### src/rtl/branch_pkg.sv
// Shared types and constants for the bimodal branch predictor and the branch comparator.
package branch_pkg;

    localparam logic [1:0] BP_SNT = 2'b00;
    localparam logic [1:0] BP_WNT = 2'b01;
    localparam logic [1:0] BP_WT  = 2'b10;
    localparam logic [1:0] BP_ST  = 2'b11;

    localparam logic [1:0] BR_EQ = 2'b00;
    localparam logic [1:0] BR_GT = 2'b01;
    localparam logic [1:0] BR_LT = 2'b10;

    typedef enum logic {
        IDLE  = 1'b0,
        FLUSH = 1'b1
    } bp_state_t;

    function automatic logic [1:0] bp_sat_next(input logic [1:0] cnt, input logic taken);
        logic [1:0] nxt;
        nxt = cnt;
        if (taken && cnt != BP_ST)
            nxt = cnt + 2'd1;
        else if (!taken && cnt != BP_SNT)
            nxt = cnt - 2'd1;
        return nxt;
    endfunction

endpackage

### src/rtl/bp_counter_table.sv
// Table of 2-bit saturating counters: one combinational read port, one clocked update port.
module bp_counter_table
    import branch_pkg::*;
#(
    parameter int IDX_BITS = 4
) (
    input  logic                clk,
    input  logic                rst_n,
    input  logic [IDX_BITS-1:0] rd_idx_i,
    output logic                rd_taken_o,
    input  logic                upd_en_i,
    input  logic [IDX_BITS-1:0] upd_idx_i,
    input  logic                upd_taken_i
);

    localparam int ENTRIES = 1 << IDX_BITS;

    logic [1:0] cnt_q [ENTRIES];

    // No bypass: a same-cycle update is seen by the read port one cycle later.
    assign rd_taken_o = cnt_q[rd_idx_i][1];

    always_ff @(posedge clk or negedge rst_n) begin
        if (!rst_n) begin
            for (int i = 0; i < ENTRIES; i++)
                cnt_q[i] <= BP_WNT;
        end else if (upd_en_i) begin
            cnt_q[upd_idx_i] <= bp_sat_next(cnt_q[upd_idx_i], upd_taken_i);
        end
    end

endmodule

### src/rtl/branch_predictor.sv
// Bimodal predictor with misprediction redirect and flush sequencing.
// Optional statistics counters are built when BP_STATS_EN is defined.
module branch_predictor
    import branch_pkg::*;
#(
    parameter int IDX_BITS     = 4,
    parameter int FLUSH_CYCLES = 2
) (
    input  logic        clk,
    input  logic        rst_n,
    input  logic [15:0] fetch_pc,
    output logic        pred_taken,
    input  logic        resolve_valid,
    input  logic [15:0] resolve_pc,
    input  logic        resolve_taken,
    input  logic        resolve_pred,
    input  logic [15:0] resolve_target,
    output logic        redirect_valid,
    output logic [15:0] redirect_pc,
    output logic        flush,
`ifdef BP_STATS_EN
    output logic [15:0] stat_branches,
    output logic [15:0] stat_mispredicts,
`endif
    output logic        busy
);

    bp_state_t   state_q, state_d;
    logic [3:0]  flush_cnt_q, flush_cnt_d;
    logic        redirect_valid_q, redirect_valid_d;
    logic [15:0] redirect_pc_q, redirect_pc_d;
    logic        flush_q, flush_d;
    logic        accept, mispredict;
    logic        unused_fetch_hi;

    assign accept     = resolve_valid && (state_q == IDLE);
    assign mispredict = accept && (resolve_taken != resolve_pred);
    assign unused_fetch_hi = ^fetch_pc[15:IDX_BITS];

    bp_counter_table #(.IDX_BITS(IDX_BITS)) u_table (
        .clk         (clk),
        .rst_n       (rst_n),
        .rd_idx_i    (fetch_pc[IDX_BITS-1:0]),
        .rd_taken_o  (pred_taken),
        .upd_en_i    (accept),
        .upd_idx_i   (resolve_pc[IDX_BITS-1:0]),
        .upd_taken_i (resolve_taken)
    );

    always_comb begin
        state_d          = state_q;
        flush_cnt_d      = flush_cnt_q;
        redirect_valid_d = 1'b0;
        redirect_pc_d    = redirect_pc_q;
        flush_d          = flush_q;
        case (state_q)
            IDLE: begin
                if (mispredict) begin
                    state_d          = FLUSH;
                    flush_cnt_d      = 4'(FLUSH_CYCLES - 1);
                    redirect_valid_d = 1'b1;
                    redirect_pc_d    = resolve_taken ? resolve_target : resolve_pc + 16'd1;
                    flush_d          = 1'b1;
                end
            end
            FLUSH: begin
                if (flush_cnt_q == 4'd0) begin
                    state_d = IDLE;
                    flush_d = 1'b0;
                end else begin
                    flush_cnt_d = flush_cnt_q - 4'd1;
                end
            end
            default: begin
                state_d = IDLE;
                flush_d = 1'b0;
            end
        endcase
    end

    always_ff @(posedge clk or negedge rst_n) begin
        if (!rst_n) begin
            state_q          <= IDLE;
            flush_cnt_q      <= 4'd0;
            redirect_valid_q <= 1'b0;
            redirect_pc_q    <= 16'h0000;
            flush_q          <= 1'b0;
        end else begin
            state_q          <= state_d;
            flush_cnt_q      <= flush_cnt_d;
            redirect_valid_q <= redirect_valid_d;
            redirect_pc_q    <= redirect_pc_d;
            flush_q          <= flush_d;
        end
    end

    assign redirect_valid = redirect_valid_q;
    assign redirect_pc    = redirect_pc_q;
    assign flush          = flush_q;
    assign busy           = (state_q == FLUSH);

`ifdef BP_STATS_EN
    logic [15:0] br_cnt_q, mis_cnt_q;

    always_ff @(posedge clk or negedge rst_n) begin
        if (!rst_n) begin
            br_cnt_q  <= 16'd0;
            mis_cnt_q <= 16'd0;
        end else begin
            if (accept && br_cnt_q != 16'hFFFF)
                br_cnt_q <= br_cnt_q + 16'd1;
            if (mispredict && mis_cnt_q != 16'hFFFF)
                mis_cnt_q <= mis_cnt_q + 16'd1;
        end
    end

    assign stat_branches    = br_cnt_q;
    assign stat_mispredicts = mis_cnt_q;
`endif

endmodule

### config.mk
export PLATFORM = sky130hd
export DESIGN_NAME = branch_predictor
export DESIGN_NICKNAME = d
export VERILOG_FILES = /design/src/rtl/branch_pkg.sv /design/src/rtl/bp_counter_table.sv /design/src/rtl/branch_predictor.sv
export SDC_FILE = /design/constraint.sdc
export NUM_CORES = 1
export LEC_CHECK = 0
export BUFFER_PORTS_ARGS = -buffer_cell sky130_fd_sc_hd__buf_2
export CAP_MARGIN = 20
export CORE_AREA = 3 3 89 91
export DETAILED_ROUTE_END_ITERATION = 12
export DIE_AREA = 0 0 92 94
export GPL_ROUTABILITY_DRIVEN = 0
export PLACE_DENSITY = 0.68
export SLEW_MARGIN = 20
export SYNTH_ARGS = -nofsm -noshare
export SYNTH_HDL_FRONTEND = slang
export SYNTH_SLANG_ARGS = --single-unit
### constraint.sdc
create_clock -name clk -period 2.8 [get_ports clk]
set_input_delay 0.14 -clock clk [delete_from_list [all_inputs] [get_ports clk]]
set_output_delay 0.14 -clock clk [all_outputs]
set_load 0.02 [all_outputs]
### Yosys cells after proc, flatten, opt, wreduce, memory -nomap -nowiden

Index checks and enable logic that the tools add are counted.

* flip-flop bits (word level): 55
* input bits: 53

* add/sub/neg operators: 4
* order comparisons: 3
* eq/ne operators: 5
* mux-type cells: 23
* bitwise operators: 3
* reduce and logical (&&, ||, !) cells: 11

Operator list (number)
* $bwmux 32: 1
* $add 16x1->16 const B: 1
* $bmux 2 s4: 2
* $mux 16: 1
* $mux 2: 8
* $ge 5x5->1 const B: 2
* $not 4->5: 2
* $demux 2 s4: 1
* $mux 4: 2
* $pmux 4 s2: 1
* $ne 2x2->1 const B: 3
* $reduce_and 2->1: 3
* $logic_and 1x1->1: 5
* $lt 5x1->1 const B: 1
* $mux 1: 5
* $logic_not 4->1: 1
* $pmux 1 s2: 2
* $sub 4x1->4 const B: 1
* $add 2x1->2 const B: 1
* $ne 2x1->1 const B: 1
* $reduce_bool 2->1: 1
* $sub 2x1->2 const B: 1
* $logic_not 1->1: 1
* $ne 1x1->1: 1
* $not 1->1: 1

### Longest topological paths before layout

Gate-level depths: netlist of the first run.

* depth in word-level cells: 10
* mapped depth: 12

### Cells and area by module

From an unflattened synthesis of the first run, not the netlist that was laid out.

* cells, all modules: 299
* area, all modules: 3246.9 um^2

Modules (own cells, without submodules)
* bp_counter_table: instances 1, cells each 150, area each 1901.8 um^2
* branch_predictor: instances 1, cells each 149, area each 1345.0 um^2

### Worst setup path before layout of the first run

No wires, ideal clock.

* path kind: flip-flop to flip-flop
* start point: register u_table.cnt_q[20] (netlist name)
* end point: register u_table.cnt_q[17] (netlist name)
* setup time: 125 ps
* data arrival time: 2522 ps
* required time: 2675 ps
* slack: 153 ps
* cell stages (with the launch flop): 11
* period minus slack after synthesis: 2647 ps
* cells stage by stage: dfstp_2 > mux4_1 > mux2_4 > nand2_1 > o21a_1 > inv_1 > ha_1 > nand2b_1 > nor2_1 > a41oi_1 > mux2_2

* word-level cells in the longest chain between the ends: 9
* elaborated cells between the ends (all ways): 13

RTL lines
* from (decl): RTL line bp_counter_table.sv:18 `logic [1:0] cnt_q [ENTRIES];`
* from (signal, indexed assignment): RTL line bp_counter_table.sv:28 `cnt_q[upd_idx_i] <= bp_sat_next(cnt_q[upd_idx_i], upd_taken_i);`
* $bmux 2 s4 *: RTL line bp_counter_table.sv:28
* $mux 2 (not written as such) * (2 in a row): RTL line bp_counter_table.sv:28
* parallel branches: the longest is 3 deep, another holds $sub 2x1->2
* $mux 2 *: RTL line branch_pkg.sv:21 `if (taken && cnt != BP_ST)`
* $mux 2 *: RTL line bp_counter_table.sv:27 `end else if (upd_en_i) begin`
* $bwmux 32 *: RTL line bp_counter_table.sv:28

Every way passes the cells marked *. The select of a mux whose other input is x is not followed.
A chain may end at the register's enable or synchronous reset.

### Final worst setup path of the first run

* start point: register u_table.cnt_q[3] (netlist name)
* end point: register u_table.cnt_q[1] (netlist name)

Same word-level chain as after synthesis.

==> flow_metrics.tcl, run 1 <==
set metrics [dict create \
    status "completed" \
    tightest_slew_ns 0.5650 \
    drt_wl_total_mm 7.012 \
    cts_buffers 5 \
    finalHoldViolations 0 \
    cap_violations 0 \
    port_buffers 60 \
    slew_viol_final 0 \
    hold_path.class "in -> reg" \
    rows 31 \
    holdPathStages 3 \
    vias 2441 \
    grt_pass1_vias 2405 \
    critPathKind "reg -> reg" \
    drcViolationCount 0 \
    preCtsSetupSlack_ns 0.05024 \
    final_nets 422 \
    rr_worst_depth 9 \
    power_frac_clock 0.159 \
    dieArea_sq_um 8648 \
    clock.fmax_ghz 0.3781 \
    hpwlAfterDp_mm 5.337 \
    pwr-share-seq 0.424 \
    post-route-min-period_ns 2.645 \
    avgSynthCellArea_sq_um 10.85 \
    postSynthCellCount 294 \
    irDropWorstVdd_mv 0.5425 \
    drt_pass1_iterations 4 \
    p_switching_mw 1.245 \
    drtAntennaViolNets 0 \
    cts.sink_count 55 \
    antenna_found_initial 0 \
    synthFlopType "dfrtp_1" \
    async_reset_ff_frac 1.000 \
    period_share 0.9445 \
    synth_area_sq_um 3189 \
    grt_max_degree 29 \
    switching_share 0.3683 \
    cts.path.max_buffers 2 \
    synth_warnings 0 \
    synth-seq-cells 55 \
    path_clk_slew_ns 0.10 \
    layout-drive-gt1-share 0.3619 \
    cellLeakagePower_nw 1.737 \
    initial_core_util 0.4421 \
    overflow 0 \
    synth_cell_types 41 \
    core_sq_um 7214 \
    total_power_mw 3.380 \
    synth_area_leaders "dfrtp_1, dfstp_2, mux2_2, mux4_1, nand2_1" \
    timing.final.ws_setup_ns 0.1555 \
    grtUsageTotal 0.1728 \
    arrival_ns 2.91 \
    path_max_fanout 8 \
    yosysSeqAreaShare 0.4378 \
    fin_hold_ws_ns 0.08312 \
    synth_top_area_frac 0.3060 \
    synth_nets 355 \
    rsz0062_at_grt "no" \
    grt_pass1_wl_mm 11.77 \
    tns_ns 0 \
    antenna_cells 0 \
    finalSetupViolations 0 \
    worstSetupEndpointType "flip-flop" \
    tritoncts "yes" \
    slew_headroom 0.6233 \
    clk_latency_ns 0.32 \
    synth_top_area_cell "dfrtp_1" \
    viasPerCell 5.295 \
    cp.required_ns 3.06 \
    synth_edf_count 0 \
    htreeDepth 2 \
    critPathLaunchType "flip-flop" \
    wl_per_cell_um 15.21 \
    comb_power_share 0.416 \
    die_y_um 94 \
    root_buffer "clkbuf_8" \
    fin_worst_skew_ns 0.009352 \
    final_util 0.5224 \
    p_int_mw 2.135 \
    drt_iter0_drc 86 \
    p_per_area_nw_per_um2 896.9 \
    cts_setup_buffers 0 \
    synthToLayoutAreaGrowth_pct 18.16 \
    ios 73 \
    die_w_um 92 \
]
## final timing paths
| path | start | endpoint | slack [ns] |
|---|---|---|---|
| hold / removal | resolve_target[10] | redirect_pc[10] | 0.08 |
| max in group asynchronous | rst_n | u_table.cnt_q[6] | 1.81 |
| hold reg to reg | redirect_pc[6] | redirect_pc[6] | 0.48 |
| setup reg to reg | u_table.cnt_q[3] | u_table.cnt_q[1] | 0.16 |
| min in group asynchronous | rst_n | flush | 0.29 |
| setup / recovery | u_table.cnt_q[3] | u_table.cnt_q[1] | 0.16 |
## layer usage
metal	global-route usage	share of wire	vias up
met5	0	0	-
met4	0.04084	0.011	0
met3	0.03606	0.065	9
met2	0.2719	0.46	80
met1	0.2456	0.47	1161
li1	-	-	1191
## Yosys cell counts (2+ instances only)
cell / n
a21oi_1: 6
and3_1: 2
and4_1: 2
buf_2: 2
clkbuf_1: 7
dfrtp_1: 39
dfstp_2: 16
ha_1: 8
inv_1: 7
mux2_2: 27
mux2i_1: 13
mux4_1: 6
mux4_2: 5
nand2_1: 37
nand2b_1: 4
nand3_1: 18
nand4_1: 6
nor2_1: 23
nor2b_1: 4
nor3_1: 2
o211ai_1: 3
o21a_1: 2
o21ai_0: 13
o31ai_1: 8
xnor2_1: 9
xor2_1: 10
## placed cells by master, fill, tap and decap left out, types with 5 or more instances in the layout
| cell type | count |
|---|---|
| o21ai_0 | 13 |
| mux2i_1 | 13 |
| nor2_1 | 23 |
| buf_4 | 10 |
| inv_1 | 7 |
| ha_1 | 8 |
| o31ai_1 | 7 |
| nand3_1 | 18 |
| mux2_2 | 27 |
| xor2_1 | 10 |
| dfstp_2 | 16 |
| a21oi_1 | 6 |
| mux4_2 | 5 |
| mux4_1 | 6 |
| clkbuf_8 | 5 |
| nand4_1 | 6 |
| nand2_1 | 37 |
| buf_2 | 60 |
| xnor2_1 | 9 |
| dfrtp_1 | 39 |
## through the flow
step	std cells	instance area (sq um)
floorplan	294	3189
global placement	452	3637
detailed placement	452	3637
CTS	461	3759
global route	461	3769
finish	461	3769
## logic make-up after synthesis
kind of cell | after synthesis | synth area share
and+or+nand+nor | 105 | 0.1550
AOI/OAI and AO/OA | 35 | 0.06748
adders and majority gates | 8 | 0.03139
xor gates and xnor gates | 20 | 0.05728
buffers and inverters | 19 | 0.02550
DFF | 55 | 0.4378
muxes | 52 | 0.2256
## what timing repair did
| action | 4_1_cts | 5_1_grt |
|---|---|---|
| hold buffers | 1 | 0 |
| hold endpoints to repair | 11 | 0 |
| gates resized for setup | 0 | 3 |
| endpoints found under the setup margin | 0 | 8 |
## power by group through the flow
stage | Combinational [mW] | Clock (mW) | Sequential, mW
floorplan | 0.815 | 0 | 1.56
global placement | 1.36 | 0 | 1.43
detailed placement | 1.40 | 0 | 1.45
CTS | 1.40 | 0.551 | 1.44
global route | 1.56 | 0.586 | 1.49
finish | 1.41 | 0.539 | 1.43
## sequential cells by signal, summed over array words and instances, names as in the netlist
signal	cells
redirect_pc	16
flush_cnt_q	4
redirect_valid	1
flush	1
busy	1
u_table.cnt_q	32
## cell type report
| class | count | area, sq um |
|---|---|---|
| well taps | 99 | 123.9 |
| flip-flops and latches | 55 | 1396 |
| repair buffers | 71 | 385.4 |
| clock inverters | 3 | 42.54 |
| fillers | 661 | 3446 |
| inverters | 8 | 30.03 |
| clock buffers | 5 | 68.82 |
| multi-input cells | 220 | 1722 |
## critical path, stage by stage, from the launching register on
cell and delay (ns):
dfrtp_1 0.41, mux4_1 0.51, mux2_2 0.29, nand2_1 0.07, o21a_1 0.14, ha_1 0.24
or3_1 0.39, a41oi_1 0.20, buf_4 0.19, mux2_2 0.16
(Power assumes the default switching activity.)
==> run 2, diff against run 1 <==
- CORE_AREA: 3 3 89 91 -> 3 3 85 95
- DIE_AREA: 0 0 92 94 -> 0 0 88 98
==> run 2 against run 1 <==
Effect of this change: routed wire length is 0.98% higher; maximum frequency is 2.3% lower; first-iteration DRC count is 29% higher; critical path depth is 1 lower; sequential share of layout area is 0.29 points higher; clock power is 8.7% lower; non-clock buffer count is 1 lower; final cell count is 3.3% lower; flip-flop and latch count stayed put; count of clock-buffer cells in the layout is 1 higher; clock skew is 0.00062 ns higher; highest routed layer unchanged.
==> flow_metrics.tcl, run 2 (synthesized netlist as in run 1, its figures left out) <==
set metrics [dict create \
    arrival_ns 2.93 \
    hpwlAfterDp_mm 5.354 \
    slew_headroom 0.6177 \
    p_per_area_nw_per_um2 891.3 \
    htreeDepth 2 \
    drt_iter0_drc 111 \
    critPathKind "reg -> reg" \
    p_switching_mw 1.254 \
    cts.path.max_buffers 2 \
    critPathLaunchType "flip-flop" \
    path_clk_slew_ns 0.11 \
    irDropWorstVdd_mv 0.3929 \
    period_share 0.9665 \
    p_int_mw 2.079 \
    r2r-end "u_table.cnt_q[27]" \
    slowest_stage "mux4_1" \
    multi_input_area_sq_um 1727 \
    die_w_um 88 \
    cp.required_ns 3.02 \
    rr_worst_depth 8 \
    dieArea_sq_um 8624 \
    switching_share 0.3763 \
    final_util 0.5277 \
    grt_pass1_wl_mm 11.74 \
    clock.fmax_ghz 0.3695 \
    mostFrequentLayoutCells "buf_2, dfrtp_1, nand2_1" \
    finalHoldViolations 0 \
    antenna_found_initial 0 \
    status "completed" \
    cts.sink_count 55 \
    regArea_sq_um 1396 \
    crit_chain "mux4_1 -> mux2_2 -> nand2_1 -> o21a_1 -> ha_1 -> or3_1 -> and3_4 -> o31ai_1" \
    power_frac_clock 0.148 \
    grt_max_degree 41 \
    wl_per_cell_um 15.88 \
    core_sq_um 7087 \
    slew_viol_final 0 \
    hold_path.class "in -> reg" \
    top_register "u_table.cnt_q" \
    drt_wl_total_mm 7.081 \
    vias 2452 \
    initial_core_util 0.4500 \
    total_power_mw 3.333 \
    path_max_fanout 8 \
    tns_ns 0 \
    layout-drive-gt1-share 0.3657 \
    cap_violations 0 \
    finalSetupViolations 0 \
    comb_power_share 0.422 \
    tritoncts "yes" \
    rrSetupSlack_ns 0.09 \
    worst_r2r_startpoint "u_table.cnt_q[3]" \
    num-fill-cells 643 \
    hold_end "redirect_pc[10]" \
    grtUsageTotal 0.1700 \
    fin_worst_skew_ns 0.009973 \
    root_buffer "clkbuf_8" \
    viasPerCell 5.498 \
    ios 73 \
    worstSetupEndpointType "flip-flop" \
    rows 32 \
    die_y_um 98 \
    rsz0062_at_grt "no" \
    drtAntennaViolNets 0 \
    final_common_cell "buf_2" \
    holdPathStages 3 \
    synthToLayoutAreaGrowth_pct 17.26 \
    port_buffers 60 \
    clk_latency_ns 0.32 \
    post-route-min-period_ns 2.706 \
    cts_buffers 5 \
    antenna_cells 0 \
    grt_pass1_vias 2453 \
    pwr-share-seq 0.431 \
    hold_start "resolve_target[10]" \
    cts_setup_buffers 0 \
    drt_pass1_iterations 4 \
    largest_reg_flops 32 \
    overflow 0 \
    final_nets 421 \
    cellLeakagePower_nw 1.727 \
    cpPeakStageDelay_ns 0.51 \
    drcViolationCount 0 \
    tightest_slew_ns 0.5735 \
]
run 2: stage by stage:
step | hold WS, ns | setup slack [ns] | std cells | area, sq um
4_1_cts | 0.09383 | 0.04828 | 446 | 3725
2_1_floorplan | -0.1556 | 0.1528 | 294 | 3189
3_5_place_dp | 0.07916 | 0.006022 | 437 | 3612
5_1_grt | 0.1059 | 0.008005 | 446 | 3740
3_3_place_gp | 0.07572 | 0.1149 | 437 | 3612
6_report | 0.09493 | 0.09391 | 446 | 3740
run 2: power by group through the flow:
stage                     Sequential, mW  Clock [mW]  Combinational [mW]
after global routing                1.48       0.528                1.55
after global placement              1.43           0                1.35
after floorplan                     1.56           0               0.815
after detailed placement            1.45           0                1.39
final                               1.44       0.492                1.41
after CTS                           1.44       0.504                1.40
run 2: worst max-delay path by stage:
| stage | startpoint | end | slack, ns | cells after the start |
|---|---|---|---|---|
| finish | u_table.cnt_q[3] | u_table.cnt_q[27] | 0.09 | 8 |
| CTS | u_table.cnt_q[3] | u_table.cnt_q[9] | 0.05 | 8 |
| global placement | resolve_pc[0] | u_table.cnt_q[27] | 0.11 | 9 |
| detailed placement | resolve_pc[0] | u_table.cnt_q[9] | 0.006 | 9 |
| global route | u_table.cnt_q[5] | u_table.cnt_q[27] | 0.008 | 8 |
| floorplan | u_table.cnt_q[20] | u_table.cnt_q[17] | 0.15 | 10 |
run 2: layout make-up:
class / count / share of cell area
Clock buffer: 6 / 0.02208
Tap cell: 85 / 0.02844
Sequential cell: 55 / 0.3734
Clock inverter: 2 / 0.005353
Timing Repair Buffer: 70 / 0.1010
Inverter: 8 / 0.008029
Multi-Input combinational cell: 220 / 0.4617
run 2: routing by layer:
layer | GRT usage | up-vias | wire [um] | share of wire
li1 | - | 1186 | - | -
met1 | 0.2338 | 1179 | 3191 | 0.45
met2 | 0.2842 | 82 | 3436 | 0.49
met3 | 0.02700 | 5 | 396 | 0.056
met4 | 0.03188 | 0 | 55 | 0.0078
met5 | 0 | - | 0 | 0
run 2: worst max-delay path, delay by kind of cell (launching register included):
family	cells	cell delay, ns
simple gates	3	0.73
flops	1	0.41
compound gates	2	0.41
fa+ha+maj	1	0.25
mux	2	0.80
run 2: repair_timing:
action,in CTS,in global routing
setup endpoints to repair,0,16
resized for setup,0,4
hold buffers,1,0
hold endpoints to repair,15,0
